### config.mk
export PLATFORM = sky130hd
export DESIGN_NAME = mul_share_arbiter
export DESIGN_NICKNAME = d
export VERILOG_FILES = /design/src/rtl/mul_share_arbiter.sv
export SDC_FILE = /design/constraint.sdc
export NUM_CORES = 2
export LEC_CHECK = 0
export BUFFER_PORTS_ARGS = -buffer_cell sky130_fd_sc_hd__buf_4
export CAP_MARGIN = 25
export CORE_ASPECT_RATIO = 1.25
export CORE_MARGIN = 4
export CORE_UTILIZATION = 55
export CTS_CLUSTER_SIZE = 40
export DETAILED_ROUTE_END_ITERATION = 8
export GPL_ROUTABILITY_DRIVEN = 0
export PLACE_DENSITY = 0.86
export SLEW_MARGIN = 20
export SYNTH_ARGS = -nofsm -noshare
export SYNTH_HDL_FRONTEND = slang
export SYNTH_SLANG_ARGS = --single-unit
### constraint.sdc
create_clock -name clk -period 9.72 [get_ports clk]
set_clock_uncertainty 0.1 [all_clocks]
set_input_delay 2.916 -clock clk [delete_from_list [all_inputs] [get_ports clk]]
set_output_delay 2.916 -clock clk [all_outputs]
set_load 0.02 [all_outputs]
### src/rtl/mul_share_arbiter.sv
// Round-robin front end that time-shares one combinational signed 32x32 multiplier
// between NUM_REQ requesters and returns tagged products over a valid/ready channel.

module mul_share_arbiter_mult (
  input  logic [31:0] a,
  input  logic [31:0] b,
  output logic [63:0] p
);
  // Sign-extending both operands to 64 bits makes the low 64 product bits the signed result.
  assign p = {{32{a[31]}}, a} * {{32{b[31]}}, b};
endmodule

module mul_share_arbiter #(
  parameter int NUM_REQ    = 4,
  parameter int ID_W       = 2,
  parameter int MUL_CYCLES = 2
) (
  input  logic                  clk,
  input  logic                  rst,
  input  logic [NUM_REQ-1:0]    req_valid,
  output logic [NUM_REQ-1:0]    req_ready,
  input  logic [32*NUM_REQ-1:0] req_a,
  input  logic [32*NUM_REQ-1:0] req_b,
  output logic                  res_valid,
  input  logic                  res_ready,
  output logic [ID_W-1:0]       res_id,
  output logic [63:0]           res_data,
  output logic                  busy
);

  typedef enum logic [1:0] {IDLE, CALC, DONE} state_t;

  state_t            state;
  state_t            state_next;
  logic [ID_W-1:0]   ptr;
  logic [ID_W-1:0]   id;
  logic [3:0]        cnt;
  logic [31:0]       op_a;
  logic [31:0]       op_b;
  logic [63:0]       product;

  logic              grant_any;
  logic [ID_W-1:0]   grant_idx;
  logic [NUM_REQ-1:0] grant_onehot;
  logic [31:0]       sel_a;
  logic [31:0]       sel_b;
  logic [ID_W-1:0]   ptr_next;

  function automatic int wrap_idx(input int base, input int offs);
    return (base + offs) % NUM_REQ;
  endfunction

  // op_a/op_b are frozen during CALC, so the multiplier gets MUL_CYCLES cycles to settle.
  mul_share_arbiter_mult u_mult (
    .a (op_a),
    .b (op_b),
    .p (product)
  );

  always_comb begin
    grant_any    = 1'b0;
    grant_idx    = '0;
    grant_onehot = '0;
    sel_a        = '0;
    sel_b        = '0;
    for (int k = 0; k < NUM_REQ; k++) begin
      if (!grant_any && req_valid[wrap_idx(int'(ptr), k)]) begin
        grant_any                             = 1'b1;
        grant_idx                             = ID_W'(wrap_idx(int'(ptr), k));
        grant_onehot[wrap_idx(int'(ptr), k)]  = 1'b1;
        sel_a = req_a[32*wrap_idx(int'(ptr), k) +: 32];
        sel_b = req_b[32*wrap_idx(int'(ptr), k) +: 32];
      end
    end
  end

  assign ptr_next  = (grant_idx == ID_W'(NUM_REQ - 1)) ? '0 : grant_idx + 1'b1;
  // Gating with rst keeps a requester from seeing an accept that the reset edge would discard.
  assign req_ready = (state == IDLE && grant_any && !rst) ? grant_onehot : '0;
  assign res_valid = (state == DONE);
  assign busy      = (state != IDLE);

  always_ff @(posedge clk) begin
    if (rst) begin
      state <= IDLE;
    end else begin
      state <= state_next;
    end
  end

  always_comb begin
    state_next = state;
    case (state)
      IDLE: if (grant_any)  state_next = CALC;
      CALC: if (cnt == 4'd0) state_next = DONE;
      DONE: if (res_ready)  state_next = IDLE;
      default: state_next = IDLE;
    endcase
  end

  always_ff @(posedge clk) begin
    if (rst) begin
      op_a     <= '0;
      op_b     <= '0;
      id       <= '0;
      ptr      <= '0;
      cnt      <= '0;
      res_data <= '0;
      res_id   <= '0;
    end else begin
      case (state)
        IDLE: begin
          if (grant_any) begin
            op_a <= sel_a;
            op_b <= sel_b;
            id   <= grant_idx;
            ptr  <= ptr_next;
            cnt  <= 4'(MUL_CYCLES - 1);
          end
        end
        CALC: begin
          if (cnt == 4'd0) begin
            res_data <= product;
            res_id   <= id;
          end else begin
            cnt <= cnt - 4'd1;
          end
        end
        default: ;
      endcase
    end
  end

endmodule
==> summary.txt <==
STA
-----------------------------------------------------------------------------------------------------------------
Timing-limited maximum frequency                                                                          112 MHz
Actual transition at the worst max-transition pin                                                         1150 ps
Setup violation total in the final timing report                                                                0
Max-slew violation count                                                                                        0
Minimum period implied by the final worst setup slack                                                     8940 ps
Share of the clock period used by the worst path                                                            92.0%
Remaining max-slew budget at the tightest pin                                                               23.2%
Fin. Hold Viols                                                                                                 0
RSZ-0062 raised after global routing                                                                        false
Setup_tns                                                                                                    0 ps

SYNTHESIS
-----------------------------------------------------------------------------------------------------------------
Count of warnings emitted by yosys                                                                              0
Number of enable-type register cells in the synthesized netlist                                                 0
Fraction of the mapped netlist area in compound gates                                                       8.50%
Xor and xnor area share after synthesis                                                                     1.06%
Syn nets                                                                                                     6869
Flops & latches, synth                                                                                        140
Main combinational cell family by area after synthesis                                                adder cells
Async set or reset register ratio after synthesis                                                              0%
Cells after Synth                                                                                            5333
Top cells by area in the synthesized netlist                                                         sky130_fd_sc_hd__fa_1, sky130_fd_sc_hd__inv_1, sky130_fd_sc_hd__and2_1
Arithmetic-cell share of the synthesized area counting full adders, half adders and majority gates          49.5%
Share of the synthesized area in the top cell type                                                          44.6%
Post-synthesis share of cell area spent on and, or, nand and nor gates                                      15.6%
Area of the mapped netlist                                                                            48600 sq um
Avg Inst Size Synth                                                                                    9.11 sq um
Post-synthesis mux area share                                                                               8.96%
Synth unique cells                                                                                             78
Main synth FF type                                                                                   sky130_fd_sc_hd__dfxtp_1
Portion of the post-synthesis area used by sequential elements                                              5.77%
Largest area contributor in the synthesized netlist                                                  sky130_fd_sc_hd__fa_1

DETAILED ROUTING
-----------------------------------------------------------------------------------------------------------------
Length of the first detailed-routing pass in iterations                                                         7
Antenna Violating Nets Remaining                                                                                0
Routed via count divided by cell count                                                                       6.03
Iteration-0 DRC Markers                                                                                      3305
DRC violations left                                                                                             0
Via total after detailed routing                                                                            39800
Post-Route WL                                                                                           142000 um
Average wire length per cell after detail routing                                                         21.5 um

CLOCKING
-----------------------------------------------------------------------------------------------------------------
Maximum buffer depth of the clock tree                                                                          2
Clk sinks                                                                                                     140
Number of buffers added by the clock tree synthesis step                                                       17
Hold-fix buffers at CTS                                                                                         0
TritonCTS clock tree                                                                                          yes
# Post-CTS Setup Buffers                                                                                        0
Latest clock arrival within the worst-skew pair                                                            480 ps
Clock H-tree levels                                                                                             4
Gates resized, CTS repair                                                                                       0
Clock-pin slew on the worst setup and hold paths                                                            70 ps
Root buf cell                                                                                        sky130_fd_sc_hd__clkbuf_16

CRITICAL PATH
-----------------------------------------------------------------------------------------------------------------
Beginning of the critical path                                                                            op_b[6]
Crit path kind                                                                                       register to register
CP endpoint kind                                                                                         register
Crit Reg-Reg Startpoint                                                                                   op_b[6]
Category of the worst setup path launch point                                                            register
Critical path data arrival time                                                                           9200 ps
Largest fanout on the critical path                                                                            33
Req. time, crit path                                                                                      9980 ps

LAYOUT
-----------------------------------------------------------------------------------------------------------------
Most common library cell in the layout ignoring fill and taps                                        sky130_fd_sc_hd__fa_1
Final Non-Filler Cells                                                                                       6600
Final-stage net count                                                                                        6951
Register area                                                                                          2820 sq um
Syn-to-layout area delta                                                                                    8.19%
Filler Cell Count                                                                                            6830
Area of the multi-input gates                                                                         40700 sq um
Share of cells above drive strength 1                                                                       12.8%
Commonest cells after routing, fill and taps aside                                                   sky130_fd_sc_hd__fa_1, sky130_fd_sc_hd__inv_1, sky130_fd_sc_hd__nand2_1
Share of the core filled with cells                                                                         60.2%

GRT
-----------------------------------------------------------------------------------------------------------------
Overall Global Routing Usage                                                                                31.0%
Global route overflow                                                                                           0
Via count of the first global-routing pass                                                                  43400
Largest net degree at the start of global routing                                                             149
Antenna violations before repair                                                                                9
Global-route wire length before repair                                                                  228000 um

PLACED DESIGN
-----------------------------------------------------------------------------------------------------------------
Count of input and output buffers                                                                             334
Count of placed standard cells including taps                                                                6559
Placed wire-length estimate after detailed placement                                                    115000 um

FLOORPLAN
-----------------------------------------------------------------------------------------------------------------
Initial standard-cell utilization of the core                                                               55.6%
Overall die area                                                                                      93200 sq um
Width of the die                                                                                           274 um
Floorplan Core Area                                                                                   87400 sq um
Vert. Die Dim                                                                                              340 um
Row count                                                                                                     121
Ports placed on the boundary                                                                                  335

OUTCOME
-----------------------------------------------------------------------------------------------------------------
Result of the run                                                                                    complete, no violations

MIN PATH
-----------------------------------------------------------------------------------------------------------------
Min-Delay Path Class                                                                                 register to register
Startpoint of the tightest hold check path                                                           res_data[36]

RUN
-----------------------------------------------------------------------------------------------------------------
MaxCap Viol Count                                                                                               0

logic make-up (layout without fill, tap and decap cells):
family	count (synthesis)	in the layout
AOI/OAI and AO/OA	640	640
xor gates and xnor gates	59	59
adders and majority gates	1273	1273
buffers and inverters	1365	1460
DFF	140	140
muxes	264	264
other	0	4
and+or+nand+nor	1592	1592
Yosys cell counts, drive strengths merged, types with 10 or more instances:
cell type,n
fa,1082
inv,1001
nand2,754
and2,503
clkbuf,307
ha,191
o21ai,186
a21oi,173
nor2,167
dfxtp,140
mux4,130
a211oi,86
nor3,81
a221oi,69
mux2,67
mux2i,67
buf,56
xnor2,39
a21o,32
nand3,28
xor2,20
nand2b,14
a31oi,11
and3,11
o21bai,11
o211ai,10
o21a,10
cell type report:
cell class	count	area share, %
sequential	140	5.37
timing repair buffer	426	6.18
multi-input combinational	3828	77.4
clock buffer	17	0.809
tap	1168	2.78
clock inverter	15	0.293
antenna	4	0.0190
inverter	1002	7.16
per-stage QoR:
stage	area [sq um]	hold WS, ps	setup slack, ps
floorplan	48600	332	1720
global placement	51900	337	1160
detailed placement	51900	346	873
CTS	52500	356	731
global route	52600	373	434
finish	52600	355	780
critical path: stages (launching register included):
cell,delay [ps]
sky130_fd_sc_hd__dfxtp_1,310
sky130_fd_sc_hd__buf_4,330
sky130_fd_sc_hd__nand2_1,150
sky130_fd_sc_hd__inv_1,100
sky130_fd_sc_hd__fa_1,430
sky130_fd_sc_hd__inv_1,270
sky130_fd_sc_hd__fa_1,480
sky130_fd_sc_hd__inv_1,240
sky130_fd_sc_hd__fa_1,510
sky130_fd_sc_hd__fa_1,840
sky130_fd_sc_hd__inv_1,420
sky130_fd_sc_hd__fa_1,610
sky130_fd_sc_hd__inv_1,60
sky130_fd_sc_hd__fa_1,530
sky130_fd_sc_hd__inv_1,50
sky130_fd_sc_hd__fa_1,480
sky130_fd_sc_hd__inv_1,60
sky130_fd_sc_hd__fa_1,460
sky130_fd_sc_hd__ha_1,460
sky130_fd_sc_hd__nand2_1,120
sky130_fd_sc_hd__nor2_1,190
sky130_fd_sc_hd__and4_1,270
sky130_fd_sc_hd__nand2_1,100
sky130_fd_sc_hd__inv_1,100
sky130_fd_sc_hd__o211ai_2,130
sky130_fd_sc_hd__a2111oi_4,520
sky130_fd_sc_hd__a21bo_1,190
sky130_fd_sc_hd__mux2_1,310
registers in the layout (all words and copies together) (netlist names), named ones only:
signal and cells:
op_a 32, id 2, state 2, res_data 64
cnt 4, op_b 32, ptr 1, res_id 2
worst paths after layout:
path	slack, ps	depth (start not counted)	end
worst min-delay path	350	2	res_data[36]
worst max register to register	780	27	res_data[63]
worst min register to register	350	2	res_data[36]
worst max-delay path	780	27	res_data[63]
metal layers:
| metal | global-route usage [%] | share of wire [%] | vias up |
|---|---|---|---|
| li1 | - | - | 16700 |
| met1 | 33.4 | 31 | 19900 |
| met2 | 53.2 | 50 | 2371 |
| met3 | 6.86 | 9.4 | 765 |
| met4 | 23.1 | 9.2 | 6 |
| met5 | 0 | 0.030 | - |
Power is not shown: default switching activity piles up to over one toggle a cycle in this logic, so the estimate is an artifact.
